[config.mk]
export PLATFORM = sky130hd
export DESIGN_NAME = sr_latch_driver
export DESIGN_NICKNAME = d
export VERILOG_FILES = /design/src/rtl/sr_drv_pkg.sv /design/src/rtl/sr_latch_driver_sync2.sv /design/src/rtl/sr_latch_driver.sv
export SDC_FILE = /design/constraint.sdc
export NUM_CORES = 1
export LEC_CHECK = 0
export CORE_MARGIN = 2
export CORE_UTILIZATION = 51
export DETAILED_ROUTE_END_ITERATION = 10
export PLACE_DENSITY = 0.76
export SETUP_SLACK_MARGIN = 0.2
export SYNTH_ARGS = -nofsm -noshare
export SYNTH_HDL_FRONTEND = slang
export SYNTH_HIERARCHICAL = 1
export SYNTH_SLANG_ARGS = --single-unit
[constraint.sdc]
create_clock -name clk -period 1.85 [get_ports clk]
set_input_delay 0.185 -clock clk [delete_from_list [all_inputs] [get_ports clk]]
set_output_delay 0.185 -clock clk [all_outputs]
set_load 0.05 [all_outputs]
[src/rtl/sr_drv_pkg.sv]
// Shared types and constants for the RS latch driver.
// Holds the FSM state enum, error codes and a sizing helper.
package sr_drv_pkg;

  typedef enum logic [2:0] {
    IDLE,
    DEAD,
    PULSE,
    CHECK,
    REPORT
  } state_t;

  localparam logic [1:0] ERR_NONE    = 2'b00;
  localparam logic [1:0] ERR_ILLEGAL = 2'b01;
  localparam logic [1:0] ERR_TIMEOUT = 2'b10;
  localparam logic [1:0] ERR_INVALID = 2'b11;

  localparam int SYNC_DEPTH = 2;

  function automatic int max_of(input int a, input int b);
    return (a > b) ? a : b;
  endfunction

endpackage

[src/rtl/sr_latch_driver_sync2.sv]
// Two-flop synchronizer for asynchronous latch feedback.
// Ports: clk, rst (async high), d (async in), q (synced out).
module sync2 (
  input  logic clk,
  input  logic rst,
  input  logic d,
  output logic q
);

  logic meta;

  always_ff @(posedge clk or posedge rst) begin
    if (rst) begin
      meta <= 1'b0;
      q    <= 1'b0;
    end else begin
      meta <= d;
      q    <= meta;
    end
  end

endmodule

[src/rtl/sr_latch_driver.sv]
// Drives S/R of an external RS latch from set/reset commands.
// Ports: cmd handshake in, S/R out, Q/QB feedback in, done/err/q_state out.
module sr_latch_driver
  import sr_drv_pkg::*;
#(
  parameter int PULSE_W = 4,
  parameter int DEAD_W  = 1,
  parameter int TIMEOUT = 16
) (
  input  logic       clk,
  input  logic       rst,
  input  logic       cmd_valid,
  input  logic       cmd_set,
  input  logic       cmd_rst,
  output logic       cmd_ready,
  output logic       S,
  output logic       R,
  input  logic       q_fb,
  input  logic       qb_fb,
  output logic       done,
  output logic       err,
  output logic [1:0] err_code,
  output logic       q_state
);

  // Counter must also reach the settle point in CHECK.
  localparam int CNT_MAX = max_of(
    max_of(PULSE_W, DEAD_W),
    max_of(TIMEOUT, SYNC_DEPTH));
  localparam int CW = $clog2(CNT_MAX + 1);

  localparam int TO_LAST =
    max_of(TIMEOUT - 1, SYNC_DEPTH);

  state_t          state_q, state_d;
  logic [CW-1:0]   cnt_q, cnt_d;
  logic            target_q, target_d;
  logic            inv_q, inv_d;
  logic            q_s, qb_s;
  logic            s_d, r_d;
  logic            done_d, err_d;
  logic [1:0]      code_d;
  logic            q_state_d;
  logic            settled, ok, bad;

  sync2 u_sync_q (
    .clk (clk),
    .rst (rst),
    .d   (q_fb),
    .q   (q_s)
  );

  sync2 u_sync_qb (
    .clk (clk),
    .rst (rst),
    .d   (qb_fb),
    .q   (qb_s)
  );

  assign cmd_ready = (state_q == IDLE);

  // Feedback is judged only once the synchronizer holds
  // values sampled after S/R were released.
  assign settled = (cnt_q >= CW'(SYNC_DEPTH));
  assign ok  = settled
             && (q_s == target_q)
             && (qb_s == ~target_q);
  assign bad = settled && (q_s == qb_s);

  always_comb begin
    state_d   = state_q;
    cnt_d     = cnt_q + CW'(1);
    target_d  = target_q;
    inv_d     = 1'b0;
    done_d    = 1'b0;
    err_d     = 1'b0;
    code_d    = ERR_NONE;
    q_state_d = q_state;

    unique case (state_q)
      IDLE: begin
        cnt_d = '0;
        if (cmd_valid) begin
          unique case (1'b1)
            (cmd_set & ~cmd_rst): begin
              target_d = 1'b1;
              state_d  = DEAD;
            end
            (cmd_rst & ~cmd_set): begin
              target_d = 1'b0;
              state_d  = DEAD;
            end
            default: begin
              state_d = REPORT;
              err_d   = 1'b1;
              code_d  = ERR_ILLEGAL;
            end
          endcase
        end
      end
      DEAD: begin
        if (cnt_q == CW'(DEAD_W - 1)) begin
          state_d = PULSE;
          cnt_d   = '0;
        end
      end
      PULSE: begin
        if (cnt_q == CW'(PULSE_W - 1)) begin
          state_d = CHECK;
          cnt_d   = '0;
        end
      end
      CHECK: begin
        inv_d = bad;
        if (ok) begin
          state_d   = REPORT;
          done_d    = 1'b1;
          q_state_d = target_q;
        end else if (bad && inv_q) begin
          state_d = REPORT;
          err_d   = 1'b1;
          code_d  = ERR_INVALID;
        end else if (cnt_q == CW'(TO_LAST)) begin
          state_d = REPORT;
          err_d   = 1'b1;
          code_d  = ERR_TIMEOUT;
        end
      end
      REPORT: begin
        state_d = IDLE;
        cnt_d   = '0;
      end
      default: begin
        state_d = IDLE;
        cnt_d   = '0;
      end
    endcase

    s_d = (state_d == PULSE) &&  target_d;
    r_d = (state_d == PULSE) && !target_d;
  end

  always_ff @(posedge clk or posedge rst) begin
    if (rst) begin
      state_q  <= IDLE;
      cnt_q    <= '0;
      target_q <= 1'b0;
      inv_q    <= 1'b0;
      S        <= 1'b0;
      R        <= 1'b0;
      done     <= 1'b0;
      err      <= 1'b0;
      err_code <= ERR_NONE;
      q_state  <= 1'b0;
    end else begin
      state_q  <= state_d;
      cnt_q    <= cnt_d;
      target_q <= target_d;
      inv_q    <= inv_d;
      S        <= s_d;
      R        <= r_d;
      done     <= done_d;
      err      <= err_d;
      err_code <= code_d;
      q_state  <= q_state_d;
    end
  end

endmodule

After elaboration in Yosys (flattened, before gate mapping)
Cells that the tools add are included.
{ "totals": {"regBits": 21, "word_cells": 70} }
{ "op_classes": {"add_sub_neg": 1, "order_cmp": 1, "eq_ne": 9, "mux": 29, "n_bitwise": 5, "reduce_logical": 11} }
{ "ops": {"columns": ["operator", "count"], "rows": [
  ["$mux 3", 7],
  ["$pmux 5 s3", 1],
  ["$mux 1", 12],
  ["$pmux 3 s4", 1],
  ["$mux 5", 2],
  ["$eq 3x2->1 const B", 3],
  ["$logic_and 1x1->1", 6],
  ["$mux 2", 3],
  ["$add 5x1->5 const B", 1],
  ["$eq 5x2->1 const B", 1],
  ["$eq 5x4->1 const B", 1],
  ["$ge 5x2->1 const B", 1],
  ["$logic_not 5->1", 1],
  ["$pmux 1 s2", 2],
  ["$pmux 2 s2", 1],
  ["$eq 1x1->1", 3],
  ["$eq 3x1->1 const B", 1],
  ["$logic_not 3->1", 1],
  ["$not 1->1", 3],
  ["$and 1x1->1", 2],
  ["$reduce_and 2->1", 1],
  ["$reduce_or 2->1", 1],
  ["$logic_not 1->1", 1]
]} }

Depth between registers and ports, before layout
{ "logic_depth": {"word_depth": 8, "ltp_mapped": 6, "mapped_depth_nobuf": 6} }

Cells and area by module
The synthesis kept the hierarchy.
{ "by_module_without_submodules": {"columns": ["mod", "n_inst", "cells_each", "area_per_inst_um2", "seq_area_each_um2"], "rows": [
  ["sr_latch_driver", 1, 87, 879.6, 425.4],
  ["sync2", 2, 3, 53.8, 50.0]
]} }

Least setup slack after synthesis
OpenSTA, ideal clock, no wires.
{ "synth_path": {"path_type": "flip-flop to flip-flop", "startpoint": "reg state_q[1]", "endpoint": "reg target_q", "setup_time_ns": 0.125, "arrival_time_ns": 1.814, "t_required_ns": 1.725, "path_slack_ns": -0.089, "stages_incl_launch_ff": 6, "synth_period_minus_slack_ns": 1.939, "path_cell_list": "dfrtp_1 -> buf_2 -> nor3_2 -> nand2_1 -> nor2_1 -> mux2_2"} }
{ "synth_between": {"elab_chain_len": 2} }
{ "synth_rtl": {"columns": ["element", "line", "source"], "rows": [
  ["start: declaration", "sr_latch_driver.sv:35", "state_t state_q, state_d;"],
  ["start signal: assignment", "sr_latch_driver.sv:156", "state_q <= state_d;"],
  ["$logic_not 3->1", null, null],
  ["named net cmd_ready", "sr_latch_driver.sv:15", "output logic cmd_ready,"],
  ["$mux 1", "sr_latch_driver.sv:80", "unique case (state_q)"],
  ["named net target_d", "sr_latch_driver.sv:37", "logic target_q, target_d;"],
  ["end signal: assignment", "sr_latch_driver.sv:158", "target_q <= target_d;"],
  ["end: declaration", "sr_latch_driver.sv:37", null]
]} }
The timed path passes the listed nets, and every way through them passes these cells.
A chain may end at the register's enable or synchronous reset.

Worst setup path after layout
{ "layout_path": {"startpoint": "reg cnt_q[0]", "endpoint": "reg state_q[1]"} }
{ "layout_between": {"elab_chain_len": 6, "elab_cells_between_ends": 14, "classes_between": "order compare (1); eq/ne (2); mux (6); reduce/logical (5)"} }
{ "layout_rtl": {"columns": ["element", "line", "source"], "rows": [
  ["start: declaration", "sr_latch_driver.sv:36", "logic [CW-1:0] cnt_q, cnt_d;"],
  ["start signal: assignment", "sr_latch_driver.sv:157", "cnt_q <= cnt_d;"],
  ["$ge 5x2->1", "sr_latch_driver.sv:64", "assign settled = (cnt_q >= CW'(SYNC_DEPTH));"],
  ["$logic_and 1x1->1", "sr_latch_driver.sv:68", "assign bad = settled && (q_s == qb_s);"],
  ["$logic_and 1x1->1", "sr_latch_driver.sv:119", "end else if (bad && inv_q) begin"],
  ["$mux 3", "sr_latch_driver.sv:119", null],
  ["$mux 3", "sr_latch_driver.sv:115", "if (ok) begin"],
  ["$pmux 3 s4 *", "sr_latch_driver.sv:80", null],
  ["named net state_d[1]", "sr_latch_driver.sv:35", null]
]} }
Mark *: on every way through the listed nets, which the timed path passes. The rest lies on a longest branch.

==> out/qor.yml <==
status:
  outcome: "finished clean"
setup_path:
  path_class: "reg2reg"
  path_common_cell: "ha_2"
  slowest_delay_ns: 0.42
  endpoint_kind: "register"
  cp.buffers_inverters: 0
  cp_slowest_cell: "dfrtp_1"
  path_delay_family: "simple AND/OR/NAND/NOR gates"
  startpoint_type: "register"
  arrival_ns: 1.85
  crit_required_ns: 2.08
  crit_fanout: 3
  crit_chain: "ha_2 -> and3_1 -> ha_2 -> or3b_4 -> o221ai_2"
floorplanning:
  start_util: 0.560
  core_area_um2: 1760
  rows: 15
  die_w_um: 48.0
  die_area_um2: 2300
  io_pins: 15
  die_y_um: 48.0
pwr:
  p_leak_nw: 0.691
  fin_total_pwr_mw: 1.87
  vdd_drop_max_mv: 0.884
  powerDensity_nw_per_um2: 1450
timing:
  finalSetupViolations: 0
  rsz0062_at_grt: "true"
  fin_crit_ns: 1.63
  post-route-period-util: 0.879
  skew_ns: 0.00594
  hold_viol: 0
  fmax_mhz: 615
  max-slew-margin-rel: 0.579
  tns_ns: 0
  worst_pin_slew_ns: 0.631
  slew_viol_final: 0
routing:
  finalWirelength_mm: 1.93
  first_pass_iters: 4
  wl_per_cell_um: 13.7
  drtIter0Drc: 14
  vias: 730
  antenna_left: 0
  drc: 0
  avgViaCountPerCell: 5.18
synthesis:
  synth_common_cells: "21 x dfrtp_1, 11 x nor2_1, 9 x inv_1"
  synth_cells: 93
  mappedNetlistArea_um2: 987
  async_flop_share: 1.00
  synth_most_common_cell: "dfrtp_1"
  synth_edf_count: 0
  yosys.area.top_type: "dfrtp_1"
  syn_area_per_cell_um2: 10.6
  yosysSeqAreaShare: 0.532
  ys.flop_type: "dfrtp_1"
  synth_seq_cells: 21
  yosysWarnings: 6
  synth_fp_nets: 105
  synthTopCellsByArea: "dfrtp_1 53%, ha_1 6.3%, nor2_1 4.2%"
  ys_types: 35
  synth_top_area_share: 0.532
worst_hold_path:
  hold_class: "in2async"
global_route:
  grt_pass1_vias: 633
  antenna_found_initial: 0
  grt_use_total: 0.190
  grt_max_degree: 18
  grt-ovfl-total: 0
  grt_pass1_wl_mm: 2.85
layout:
  drive_gt1_frac: 0.267
  utilization: 0.735
  syn_to_final_growth_pct: 31.3
  nets: 129
  antenna_cells: 0
clock_network:
  cts_buffer_depth: 2
  htreeDepth: 1
  clkTransAtPathRegs_ns: 0.12
  cts_tree: "yes"
  cts_root_buffer: "clkbuf_4"
  cts.sinks: 21
  clk-insertion-delay-late_ns: 0.31
  cts_inserted_buffers: 3
place:
  io_buffers: 14
  place.gp.congestion: 0.745
  dp_hpwl_mm: 1.32
job:
  cap_violations: 0
routing by layer:
metal / global-route usage / vias to the layer above / share of wire
met5: 0 / - / 0
met4: 0.0811 / 0 / 0.018
met3: 0.0453 / 5 / 0.046
met2: 0.325 / 18 / 0.52
met1: 0.227 / 343 / 0.42
li1: - / 364 / -
cell type report:
class                      count  area [um^2]
inverter                       9         33.8
multi-input combinational     61          473
tap                           25         31.3
clock inverter                 1         5.00
timing repair buffer          21          204
clock buffer                   3         22.5
fill                         156          468
sequential                    21          527
power breakdown:
part | leakage [nW] | internal, mW | switching [mW]
sequential | 0.268 | 0.582 | 0.138
combinational | 0.405 | 0.416 | 0.517
clock | 0.0177 | 0.0807 | 0.140
registers in the layout (all words and copies together) (netlist names):
name and count:
q_state 1, u_sync_q/meta 1, cnt_q 5, state_q 3, done 1, target_q 1
S 1, inv_q 1, u_sync_q/q 1, u_sync_qb/q 1, err 1, err_code 2
u_sync_qb/meta 1, R 1
stage by stage:
step	setup slack, ns	instances	hold slack (ns)	cell area (um^2)
after floorplan	0.145	93	-0.0738	998
after global placement	0.171	131	0.334	1170
after detailed placement	0.136	131	0.340	1170
after CTS	0.188	138	0.0664	1210
after global routing	0.150	141	0.0649	1300
final	0.224	141	0.0715	1300
kinds of logic (layout without fill, tap and decap cells):
family | count (synthesis) | in the layout | synth area share
compound gates | 15 | 15 | 0.103
xor+xnor | 3 | 3 | 0.0266
fa+ha+maj | 5 | 5 | 0.0634
buf+inv | 11 | 34 | 0.0431
flops | 21 | 21 | 0.532
mux | 2 | 2 | 0.0228
simple gates | 36 | 36 | 0.209
cells in the final DEF, fill, tap and decap left out, drive strengths merged, types with 2 or more instances in the layout:
| master | count |
|---|---|
| buf | 8 |
| clkbuf | 3 |
| nor3 | 3 |
| nand3 | 2 |
| nand2 | 6 |
| mux2 | 2 |
| nor2b | 2 |
| inv | 9 |
| nor2 | 12 |
| clkdlybuf4s50 | 6 |
| and3 | 2 |
| ha | 5 |
| nand2b | 2 |
| or4b | 2 |
| dfrtp | 21 |
| a21oi | 3 |
| a211oi | 2 |
| xnor2 | 2 |
| o21ai | 3 |
| dlymetal6s2s | 6 |
path summary, 6_finish.rpt:
kind	startpoint	end	slack [ns]	cells after the start
worst max-delay path	cnt_q[0]$_DFF_PP0_	state_q[1]$_DFF_PP0_	0.22	5
worst min-delay path	rst	u_sync_qb/meta$_DFF_PP0_	0.07	2
worst max register to register	cnt_q[0]$_DFF_PP0_	state_q[1]$_DFF_PP0_	0.22	5
worst min register to register	u_sync_qb/meta$_DFF_PP0_	u_sync_qb/q$_DFF_PP0_	0.36	0
max in group asynchronous	rst	state_q[1]$_DFF_PP0_	1.11	2
min in group clk	qb_fb	u_sync_qb/meta$_DFF_PP0_	0.32	1
timing repair:
action,4_1_cts,5_1_grt
cloned,0,0
pin swaps,2,3
endpoints found under the setup margin,6,15
resized for setup,2,16
hold buffers,0,0
setup buffers,3,3
worst reg2reg max path: cells and delay by family, from the launching register on:
family          cells  cell delay [ns]
simple gates        2             0.58
flops               1             0.42
compound gates      1             0.14
fa+ha+maj           2             0.41
(Power assumes the default switching activity.)
